File: config.mk
export PLATFORM = sky130hd
export DESIGN_NAME = regfile_wb_arbiter_flat
export DESIGN_NICKNAME = d
export VERILOG_FILES = /design/src/rtl/regfile_wb_arbiter_pkg.sv /design/src/rtl/regfile_wb_arbiter_if.sv /design/src/rtl/regfile_wb_arbiter_wb_slot.sv /design/src/rtl/regfile_wb_arbiter.sv /design/src/flat_wrapper.sv
export SDC_FILE = /design/constraint.sdc
export NUM_CORES = 1
export LEC_CHECK = 0
export ABC_AREA = 1
export CORE_MARGIN = 8
export CORE_UTILIZATION = 48
export DETAILED_ROUTE_END_ITERATION = 10
export PLACE_DENSITY = 0.86
export SLEW_MARGIN = 20
export SYNTH_ARGS = -nofsm -noshare
export SYNTH_HDL_FRONTEND = slang
export SYNTH_SLANG_ARGS = --single-unit
export TNS_END_PERCENT = 5
File: constraint.sdc
create_clock -name CLK -period 3.5 [get_ports CLK]
set_clock_uncertainty 0.2 [all_clocks]
set_input_delay 0.35 -clock CLK [delete_from_list [all_inputs] [get_ports CLK]]
set_output_delay 0.35 -clock CLK [all_outputs]
set_load 0.05 [all_outputs]
File: src/rtl/regfile_wb_arbiter_pkg.sv
// Shared definitions for the register-file writeback arbiter.
// Widths: XLEN data bits, AW address bits (NREG = 2^AW registers, x0 reads as zero).
// Requester indices: REQ_A (ALU result), REQ_M (load result).
// wbReq_t is the payload of one holding slot.
package regfile_wb_arbiter_pkg;

  localparam int unsigned XLEN  = 32;
  localparam int unsigned AW    = 5;
  localparam int unsigned NREG  = 1 << AW;
  localparam int unsigned CNT_W = 32;

  localparam int unsigned REQ_A = 0;
  localparam int unsigned REQ_M = 1;

  typedef struct packed {
    logic            valid;
    logic [AW-1:0]   addr;
    logic [XLEN-1:0] data;
  } wbReq_t;

  // Round-robin pointer: the side that wins when both slots hold a write.
  typedef enum logic {
    PTR_A = 1'b0,
    PTR_M = 1'b1
  } rrPtr_t;

endpackage

File: src/rtl/regfile_wb_arbiter_if.sv
// Writeback bus between the two requesters, the arbiter and the register file.
// slave modport  : arbiter side (takes requests, drives Ready and the write port).
// master modport : requester / register-file side.
// Signals: AValid/AReady/AAddr/AData, MValid/MReady/MAddr/MData,
//          RegWEn/AddrD/DataD (register write port), PendMask (pending writes).
interface regfile_wb_arbiter_if;
  import regfile_wb_arbiter_pkg::*;

  logic            AValid;
  logic            AReady;
  logic [AW-1:0]   AAddr;
  logic [XLEN-1:0] AData;

  logic            MValid;
  logic            MReady;
  logic [AW-1:0]   MAddr;
  logic [XLEN-1:0] MData;

  logic            RegWEn;
  logic [AW-1:0]   AddrD;
  logic [XLEN-1:0] DataD;
  logic [NREG-1:0] PendMask;

  modport slave (
    input  AValid, AAddr, AData,
    input  MValid, MAddr, MData,
    output AReady, MReady,
    output RegWEn, AddrD, DataD, PendMask
  );

  modport master (
    output AValid, AAddr, AData,
    output MValid, MAddr, MData,
    input  AReady, MReady,
    input  RegWEn, AddrD, DataD, PendMask
  );

endinterface

File: src/rtl/regfile_wb_arbiter_wb_slot.sv
// One-entry writeback holding slot for a single requester.
// Ports: clk, rst (sync, active-high); reqValid/reqAddr/reqData request in;
//        granted (slot is being written this cycle); reqReady_c (combinational
//        ready, never a function of reqValid); slot (registered contents).
// Writes to x0 are accepted but dropped so they never reach the register file.
module regfile_wb_arbiter_wb_slot
  import regfile_wb_arbiter_pkg::*;
(
  input  logic            clk,
  input  logic            rst,
  input  logic            reqValid,
  input  logic [AW-1:0]   reqAddr,
  input  logic [XLEN-1:0] reqData,
  input  logic            granted,
  output logic            reqReady_c,
  output wbReq_t          slot
);

  wbReq_t slotQ;

  // Free now, or draining this cycle so it can be refilled at the same edge.
  assign reqReady_c = !slotQ.valid || granted;
  assign slot       = slotQ;

  // Load on a non-x0 transfer; otherwise clear once the held write is granted.
  always_ff @(posedge clk) begin
    if (rst) begin
      slotQ <= '0;
    end else if (reqValid && reqReady_c && (reqAddr != '0)) begin
      slotQ <= '{valid: 1'b1, addr: reqAddr, data: reqData};
    end else if (granted) begin
      slotQ <= '0;
    end
  end

endmodule

File: src/rtl/regfile_wb_arbiter.sv
// Shares the register file's single write port between the ALU (A) and load (M)
// writeback paths. Each path has a one-entry slot; a round-robin arbiter drains
// them one write per cycle and PendMask flags registers with a write in flight.
// Ports: CLK, RST (sync, active-high); bus (regfile_wb_arbiter_if.slave).
// Optional: define WBARB_STATS_EN to add ConflictCnt[31:0] (cycles with both
// slots valid) and WriteCnt[31:0] (RegWEn cycles); both wrap and clear on RST.
module regfile_wb_arbiter
  import regfile_wb_arbiter_pkg::*;
(
  input logic                 CLK,
  input logic                 RST,
  regfile_wb_arbiter_if.slave bus
`ifdef WBARB_STATS_EN
  ,
  output logic [CNT_W-1:0]    ConflictCnt,
  output logic [CNT_W-1:0]    WriteCnt
`endif
);

  wbReq_t          slotA;
  wbReq_t          slotM;
  logic            grantA;
  logic            grantM;
  logic            grantValid;
  rrPtr_t          rrPtr;
  rrPtr_t          rrPtrNext;
  logic [NREG-1:0] pendMask;

  regfile_wb_arbiter_wb_slot uSlotA (
    .clk        (CLK),
    .rst        (RST),
    .reqValid   (bus.AValid),
    .reqAddr    (bus.AAddr),
    .reqData    (bus.AData),
    .granted    (grantA),
    .reqReady_c (bus.AReady),
    .slot       (slotA)
  );

  regfile_wb_arbiter_wb_slot uSlotM (
    .clk        (CLK),
    .rst        (RST),
    .reqValid   (bus.MValid),
    .reqAddr    (bus.MAddr),
    .reqData    (bus.MData),
    .granted    (grantM),
    .reqReady_c (bus.MReady),
    .slot       (slotM)
  );

  // Grant straight from slot registers; pointer only breaks ties.
  always_comb begin
    grantA     = slotA.valid && (!slotM.valid || (rrPtr == PTR_A));
    grantM     = slotM.valid && (!slotA.valid || (rrPtr == PTR_M));
    grantValid = slotA.valid || slotM.valid;
  end

  // Round-robin pointer register.
  always_ff @(posedge CLK) begin
    if (RST) begin
      rrPtr <= PTR_A;
    end else begin
      rrPtr <= rrPtrNext;
    end
  end

  // Pointer flips to the other side after every grant.
  always_comb begin
    rrPtrNext = rrPtr;
    case (rrPtr)
      PTR_A:   if (grantA) rrPtrNext = PTR_M;
               else if (grantM) rrPtrNext = PTR_A;
      PTR_M:   if (grantM) rrPtrNext = PTR_A;
               else if (grantA) rrPtrNext = PTR_M;
      default: rrPtrNext = PTR_A;
    endcase
  end

  // Write port; suppressed while RST is high so a pending write is never
  // committed at the reset edge.
  always_comb begin
    bus.RegWEn = 1'b0;
    bus.AddrD  = '0;
    bus.DataD  = '0;
    if (grantValid && !RST) begin
      bus.RegWEn = 1'b1;
      if (grantA) begin
        bus.AddrD = slotA.addr;
        bus.DataD = slotA.data;
      end else begin
        bus.AddrD = slotM.addr;
        bus.DataD = slotM.data;
      end
    end
  end

  // Pending-write mask: OR of decoded addresses of valid slots.
  always_comb begin
    pendMask = '0;
    if (slotA.valid) pendMask[slotA.addr] = 1'b1;
    if (slotM.valid) pendMask[slotM.addr] = 1'b1;
  end

  assign bus.PendMask = pendMask;

`ifdef WBARB_STATS_EN
  // Contention and write statistics.
  always_ff @(posedge CLK) begin
    if (RST) begin
      ConflictCnt <= '0;
      WriteCnt    <= '0;
    end else begin
      if (slotA.valid && slotM.valid) ConflictCnt <= ConflictCnt + CNT_W'(1);
      if (bus.RegWEn)                 WriteCnt    <= WriteCnt + CNT_W'(1);
    end
  end
`endif

endmodule

File: src/flat_wrapper.sv
// flat-port wrapper written by rule: the top's interface ports become plain ports
module regfile_wb_arbiter_flat import regfile_wb_arbiter_pkg::*;
  (CLK, RST, bus_AValid, bus_AAddr, bus_AData, bus_MValid, bus_MAddr, bus_MData, bus_AReady, bus_MReady, bus_RegWEn, bus_AddrD, bus_DataD, bus_PendMask);
  regfile_wb_arbiter_if bus_i ();
  input logic CLK;
  input logic RST;
  input wire logic [$bits(bus_i.AValid)-1:0] bus_AValid;
  input wire logic [$bits(bus_i.AAddr)-1:0] bus_AAddr;
  input wire logic [$bits(bus_i.AData)-1:0] bus_AData;
  input wire logic [$bits(bus_i.MValid)-1:0] bus_MValid;
  input wire logic [$bits(bus_i.MAddr)-1:0] bus_MAddr;
  input wire logic [$bits(bus_i.MData)-1:0] bus_MData;
  output wire logic [$bits(bus_i.AReady)-1:0] bus_AReady;
  output wire logic [$bits(bus_i.MReady)-1:0] bus_MReady;
  output wire logic [$bits(bus_i.RegWEn)-1:0] bus_RegWEn;
  output wire logic [$bits(bus_i.AddrD)-1:0] bus_AddrD;
  output wire logic [$bits(bus_i.DataD)-1:0] bus_DataD;
  output wire logic [$bits(bus_i.PendMask)-1:0] bus_PendMask;
  assign bus_i.AValid = bus_AValid;
  assign bus_i.AAddr = bus_AAddr;
  assign bus_i.AData = bus_AData;
  assign bus_i.MValid = bus_MValid;
  assign bus_i.MAddr = bus_MAddr;
  assign bus_i.MData = bus_MData;
  assign bus_AReady = bus_i.AReady;
  assign bus_MReady = bus_i.MReady;
  assign bus_RegWEn = bus_i.RegWEn;
  assign bus_AddrD = bus_i.AddrD;
  assign bus_DataD = bus_i.DataD;
  assign bus_PendMask = bus_i.PendMask;
  regfile_wb_arbiter u_core (.CLK(CLK), .RST(RST), .bus(bus_i));
endmodule
# After elaboration in Yosys (flattened, before gate mapping)
# Cells that the tools add are included.
dict set report totals {
  ff_bits 77
  latch_bits 0
  ramBits 0
  rom_bits 0
  in_bits 78
  mem_count 0
}
dict set report classes {
  addsub 0
  multipliers 0
  n_div 0
  magnitude_cmp 4
  n_eq_ne 0
  shift 0
  mux 18
  bitwise 2
  reduce_logical 21
}
# operator n
set ops {}
lappend ops {{$mux W38} 4}
lappend ops {{$mux W32} 4}
lappend ops {{$or A32 B32 Y32} 1}
lappend ops {{$lt A5 B6 Y1 const B} 2}
lappend ops {{$demux W1 S5} 2}
lappend ops {{$ge A5 B1 Y1 const B} 2}
lappend ops {{$mux W5} 2}
lappend ops {{$reduce_bool A5 Y1} 2}
lappend ops {{$logic_and A1 B1 Y1} 9}
lappend ops {{$logic_or A1 B1 Y1} 5}
lappend ops {{$mux W1} 5}
lappend ops {{$reduce_bool A2 Y1} 2}
lappend ops {{$logic_not A1 Y1} 3}
lappend ops {{$pmux W1 S2} 1}
lappend ops {{$not A1 Y1} 1}

# Logic depth before layout (Yosys ltp)
# Gate-level depths: netlist of run 1.
dict set report logic_depth {
  word_depth 7
  ltp_mapped 9
  mapped_depth_nobuf 7
}

# Hierarchy
# A second synthesis of run 1 with hierarchy kept.
dict set report hier_totals {
  cells_unflattened 694
  area_unflattened_um2 4737.0
}
# module n_inst cells_per_inst area_per_inst_um2
set modules_own_cells {}
lappend modules_own_cells {regfile_wb_arbiter_wb_slot 2 177 1686.6}
lappend modules_own_cells {regfile_wb_arbiter 1 340 1363.8}

# Worst setup path after synthesis of run 1
# OpenSTA, ideal clock, no wires.
dict set report synth_path {
  path_type {input-to-output}
  from {input port RST}
  to {output port bus_DataD[22]}
  arrival_time_ns 1.890
  t_required_ns 2.950
  slack_ns 1.060
  cell_stages 6
  path_buffers 3
  path_cell_list {clkbuf_1 -> nor2_1 -> clkbuf_2 -> buf_2 -> o21ai_0 -> nor2_1}
}
dict set report synth_via {
  elab_chain_len 3
}
# element line
set synth_lines {}
lappend synth_lines {{from (decl)} flat_wrapper.sv:6} ;# input logic RST;
lappend synth_lines {{$logic_not A1 Y1} regfile_wb_arbiter.sv:85} ;# if (grantValid && !RST) begin
lappend synth_lines {{$logic_and A1 B1 Y1} regfile_wb_arbiter.sv:85}
lappend synth_lines {{$mux W32} regfile_wb_arbiter.sv:85}
lappend synth_lines {{to (decl)} flat_wrapper.sv:17} ;# output wire logic [$bits(bus_i.DataD)-1:0] bus_DataD;
# Every way passes these cells.

# Worst setup path in the final report of run 1
dict set report layout_path {
  from {register u_core.uSlotA.slotQ (netlist bit u_core.uSlotA.slot[37])}
  to {output port bus_PendMask[17]}
}
dict set report layout_via {
  elab_chain_len 3
}
# element line
set layout_lines {}
lappend layout_lines {{from (decl)} regfile_wb_arbiter_wb_slot.sv:19} ;# wbReq_t slotQ;
lappend layout_lines {{from (signal assigned)} regfile_wb_arbiter_wb_slot.sv:30} ;# slotQ <= '{valid: 1'b1, addr: reqAddr, data: reqData};
lappend layout_lines {{$mux W32 *} regfile_wb_arbiter.sv:100} ;# if (slotA.valid) pendMask[slotA.addr] = 1'b1;
lappend layout_lines {{$or A32 B32 Y32 (no source line)} --}
lappend layout_lines {{$mux W32 *} regfile_wb_arbiter.sv:101} ;# if (slotM.valid) pendMask[slotM.addr] = 1'b1;
lappend layout_lines {{to (decl)} flat_wrapper.sv:18} ;# output wire logic [$bits(bus_i.PendMask)-1:0] bus_PendMask;
# Mark *: on every way between the ends. The rest lies on a longest branch, timed or not.

==> flow_summary.ini, run 1 <==
[status]
status = finished clean

[place]
numPortBuffers = 149
place_congestion = 0.852
hpwl_mm = 9.22
dp_worst_setup_slack_ns = 0.853

[setup_path]
crit_buf_inv = 1
cp-end-kind = output port
cp_slowest_stage_delay_ns = 0.85
required_ns = 2.95
crit_chain = nand2_1, nor2_1, nand2_1, o21ai_0, clkdlybuf4s50_1
worst_setup_path_start_kind = flop
crit_fanout = 8
slowest_stage = clkdlybuf4s50_1
crit_family = buffers and inverters
critPathArrivalTime_ns = 2.53
crit_path_frequent_cell = nand2_1
critical_path_class = reg -> out

[timing]
rsz0062_at_grt = false
setup_tns_ns = 0
fin_crit_ns = 3.08
finalHoldViolCount = 0
max-slew-margin-rel_pct = 29.5
setup_viol = 0
slew_violations = 0
finalCritPeriodShare_pct = 87.9
fmax_ghz = 0.325
setup_ws_ns = 0.424
tightest_slew_ns = 1.06

[synth]
yosys-top-cells-count = 156 x nand3_1, 81 x a21oi_1, 77 x dfxtp_1
syn-cell-area_um2 = 3990
synth-edff-count = 0
synthMuxAreaShare_pct = 0
yosys_most_used_dff = dfxtp_1
synth-compound-area-share_pct = 19.0
synthArstFlopShare_pct = 0
postSynthAreaPerCell_um2 = 6.89
ys_warn_count = 0
yosysTopAreaCellShare_pct = 38.6
syn_inst = 580
yosys.area.top_type = dfxtp_1
synthAdderAreaFrac_pct = 0
ys_types = 19
synthXorXnorAreaFrac_pct = 0
synthSimpleGateAreaFrac_pct = 33.1
ys_seq_elements = 77
synth_nets = 658
yosysMostFrequentCell = nand3_1
ys_top_cells_by_area = dfxtp_1 39%, nand3_1 20%, a21oi_1 10%
ys_seq_area_share_pct = 38.6
synth_top_family_by_area = simple AND/OR/NAND/NOR gates

[clock_tree]
holdBufCountCts = 0
cts_tree = yes
numCtsBuffers = 9
cts_setup_buffers = 0
path_clk_slew_ns = 0.08
clkLatencyLatePin_ns = 0.35
htreeDepth = 3
clockBufferDepth = 2
clkSinkCount = 77
root_buffer = clkbuf_8
cts_resized = 0

[pwr]
vdd_drop_max_mv = 0.272
power_density_nw_per_um2 = 373
p_leak_uw = 0.00199

[route]
antenna_left = 0
wl_mm = 13.3
via_per_inst = 5.74
drc = 0
avgRoutedWirePerCell_um = 16.5
dr.pass1.iters = 5
drt-initial-drc-count = 281
vias = 4644

[die]
start_util_pct = 49.1
rows = 33
design.core.area_um2 = 8130
fp.dieW_um = 107
dieArea_um2 = 11500
die_y_um = 107
io_pins = 150

[cells_and_area]
antennaDiodeCount = 0
syn2layout_area_growth_pct = 36.7
drive_gt1_share_pct = 10.9
num-nets-final = 777

[hold_path]
hold_class = reg -> reg

[grt]
grt_overflow = 0
grt_max_degree = 80
antenna_found_initial = 0
grt_usage_pct = 22.4
grt_pass1_vias = 4350
grt_pass1_wl_mm = 21.3

[flow_run]
maxCapViolations = 0
-- worst reg2reg max path: stages (launching register included) --
cell,delay [ns]
dfxtp_1,0.49
inv_2,0.09
o21ai_2,0.62
buf_4,0.38
nand3_1,0.11
a21oi_1,0.16
-- per-layer routing --
| layer | GRT usage, % | vias to the layer above | wire, um |
|---|---|---|---|
| li1 | - | 2253 | - |
| met1 | 28.4 | 2175 | 5760 |
| met2 | 36.6 | 197 | 6350 |
| met3 | 5.10 | 19 | 990 |
| met4 | 7.44 | 0 | 233 |
| met5 | 0 | - | 0 |
-- cell usage in the layout (no fill, tap or decap), types with 4 or more instances in the layout --
cell               n
nand2_1           40
dfxtp_1           77
clkbuf_8           9
a21oi_1           81
clkdlybuf4s50_1  111
inv_6              4
inv_1             10
inv_2              4
buf_4             47
nor2_1            72
o21ai_0           69
nand3_1          156
nor3_1            10
-- area by class of cell --
| class | count | area (um^2) |
|---|---|---|
| Fill cell | 725 | 2680 |
| Multi-Input combinational cell | 438 | 2090 |
| Tap cell | 105 | 131 |
| Clock inverter | 7 | 55.1 |
| Clock buffer | 9 | 124 |
| Inverter | 14 | 52.6 |
| Sequential cell | 77 | 1540 |
| Timing Repair Buffer | 159 | 1470 |
-- worst paths after layout --
path	endpoint	slack, ns	cells past startpoint	start
worst min register to register	u_core.uSlotA.slot[18]$_SDFFE_PP0P_	0.28	2	u_core.uSlotA.slot[18]$_SDFFE_PP0P_
worst min-delay path	u_core.uSlotA.slot[18]$_SDFFE_PP0P_	0.28	2	u_core.uSlotA.slot[18]$_SDFFE_PP0P_
worst max register to register	u_core.uSlotM.slot[35]$_SDFFE_PP0P_	1.38	5	u_core.uSlotA.slot[37]$_SDFFE_PP0P_
worst max-delay path	bus_PendMask[17]	0.42	5	u_core.uSlotA.slot[37]$_SDFFE_PP0P_
-- through the flow --
stage	power (uW)	utilization, %	std cells	cell area (um^2)	hold slack (ns)
2_1_floorplan	1270	-	580	3990	0.254
3_3_place_gp	1420	64.9	793	5280	0.264
3_5_place_dp	1430	64.9	793	5280	0.271
4_1_cts	2040	67.1	809	5460	0.281
5_1_grt	2130	67.1	809	5460	0.298
6_report	2040	67.1	809	5460	0.282
-- sequential cells by signal, indices dropped and copies added, names as in the netlist --
register,flops
u_core.rrPtr,1
u_core.uSlotA.slot,38
u_core.uSlotM.slot,38
-- logic make-up after synthesis --
group,Yosys count
DFF,77
and+or+nand+nor,287
AOI/OAI and AO/OA,151
buffers and inverters,65
-- power breakdown --
part           internal (uW)  switching (uW)
combinational            178             278
clock                    266             354
sequential               926            34.5
total                   1370             666
Note: power is estimated with default switching activity, not from simulation.
==> run 2: changes to the inputs <==
CORE_UTILIZATION = 35   (was 48)
PLACE_DENSITY = 0.66   (was 0.86)
==> run 2 against run 1 <==
Compared with the run above:
- flip-flop and latch count unchanged
- sequential share of layout area fell by 1.1 points
- sequential power about the same
- via count decreased by 1.9%
- worst hold slack got worse by 0.0046 ns
- total power is 15% higher
- register-to-register slack worse by 0.26 ns
- core utilization is 17 points lower
- clock power grew 47%
- die area rose by 31%
- clock-buffer cell count up 2
- first-iteration DRC count grew 51%
- critical endpoint is now bus_DataD[10]
- largest cell class unchanged
- largest power group unchanged
==> flow_summary.ini, run 2 (same netlist as run 1, synthesis figures left out) <==
[die]
start_util_pct = 35.4
rows = 39
dieArea_um2 = 15100
design.core.area_um2 = 11300
io_pins = 150
fp.dieW_um = 123
die_y_um = 123

[setup_path]
cp_slowest_stage_delay_ns = 0.72
required_ns = 2.95
crit_family = buffers and inverters
cp-end-kind = output port
crit_chain = nand2_1, nand2_2, clkinv_1, nor2_1, nor2_1, buf_4
slowest_stage = clkinv_1
critical_path_class = reg -> out
critPathArrivalTime_ns = 2.51
crit_fanout = 32
crit_buf_inv = 2
worst_setup_path_start_kind = flop
crit_path_frequent_cell = nor2_1

[grt]
grt_max_degree = 80
grt_overflow = 0
grt_pass1_vias = 4413
grt.busiest_layer = met2
antenna_found_initial = 0
grt_usage_pct = 17.6
gr-usage-met1_pct = 22.2
grtUsageMet2_pct = 28.6
gr-usage-met3_pct = 4.78
grt_pass1_wl_mm = 21.6

[place]
numPortBuffers = 149
place_congestion = 0.846
hpwl_mm = 9.64

[clock_tree]
cts_setup_buffers = 0
clkLatencyLatePin_ns = 0.32
cts_tree = yes
path_clk_slew_ns = 0.06
htreeDepth = 3
root_buffer = clkbuf_16
clockBufferDepth = 2
clkSinkCount = 77
holdBufCountCts = 0
cts_resized = 0
numCtsBuffers = 9

[route]
drt-initial-drc-count = 424
wl_mm = 13.7
antenna_left = 0
via_per_inst = 5.39
drc = 0
vias = 4557
dr.pass1.iters = 7
avgRoutedWirePerCell_um = 16.2

[timing]
max-slew-margin-rel_pct = 34.8
rsz0062_at_grt = false
fin_crit_ns = 3.06
finalCritPeriodShare_pct = 87.5
setup_viol = 0
fmax_ghz = 0.327
finalHoldViolCount = 0
fin_hold_ws_ns = 0.278
tightest_slew_ns = 0.975
setup_tns_ns = 0
slew_violations = 0

[cells_and_area]
syn2layout_area_growth_pct = 42.0
multi_input_area_um2 = 2090
antennaDiodeCount = 0
drive_gt1_share_pct = 10.5
seq_area_um2 = 1540
num-nets-final = 776
mostFrequentLayoutCells = 156 x nand3_1, 111 x clkdlybuf4s50_1, 81 x a21oi_1
fillers = 1102
final_common_cell = nand3_1

[flow_run]
maxCapViolations = 0

[pwr]
vdd_drop_max_mv = 0.229
p_leak_uw = 0.00204
power_density_nw_per_um2 = 412

[hold_path]
hold_class = reg -> reg

[status]
status = finished clean
-- run 2: final timing paths --
path | from | to | slack (ns) | cells after the start
setup / recovery | u_core.uSlotM.slot[37]$_SDFFE_PP0P_ | bus_DataD[10] | 0.44 | 6
hold / removal | u_core.uSlotA.slot[11]$_SDFFE_PP0P_ | u_core.uSlotA.slot[11]$_SDFFE_PP0P_ | 0.28 | 2
setup reg to reg | u_core.uSlotM.slot[37]$_SDFFE_PP0P_ | u_core.uSlotM.slot[1]$_SDFFE_PP0P_ | 1.12 | 7
hold reg to reg | u_core.uSlotA.slot[11]$_SDFFE_PP0P_ | u_core.uSlotA.slot[11]$_SDFFE_PP0P_ | 0.28 | 2
-- run 2: layer usage --
metal | wire [um] | part of all wire [%] | vias up
met5 | 0 | 0 | -
met4 | 152 | 1.1 | 0
met3 | 1100 | 8.0 | 16
met2 | 6320 | 46 | 201
met1 | 6160 | 45 | 2095
li1 | - | - | 2245
-- run 2: layout make-up --
cell class,instances,share of cell area [%]
repair buffers,158,26.6
flip-flops and latches,77,27.2
inverters,14,0.927
well taps,143,3.15
clock buffers,11,4.10
multi-input cells,438,36.9
clock inverters,5,1.08
-- run 2: power by group --
group	total [uW]	switching, uW	internal, uW
logic	460	278	182
clock network	914	360	554
registers	963	36.0	927
-- run 2: metrics by stage --
stage	setup slack, ns	total power (uW)	util (%)	std cells	cell area [um^2]
2_1_floorplan	1.06	1270	-	580	3990
3_3_place_gp	0.916	1440	47.7	830	5380
3_5_place_dp	0.819	1440	47.7	830	5380
4_1_cts	0.475	2350	50.3	846	5670
5_1_grt	0.145	2430	50.3	846	5670
6_report	0.439	2340	50.3	846	5670
-- run 2: worst reg2reg max path: stages (launching register included) --
cell	delay (ns)
dfxtp_1	0.56
nand3_2	0.19
nand2_1	0.11
inv_2	0.03
buf_4	0.24
nand2_2	0.61
nand3_1	0.18
a21oi_1	0.18
==> run 3: changes to the inputs <==
CTS_CLUSTER_DIAMETER = 30   (was unset)
==> results of run 3 <==
No change in the layout: final DEF, timing and power equal those of run 2.
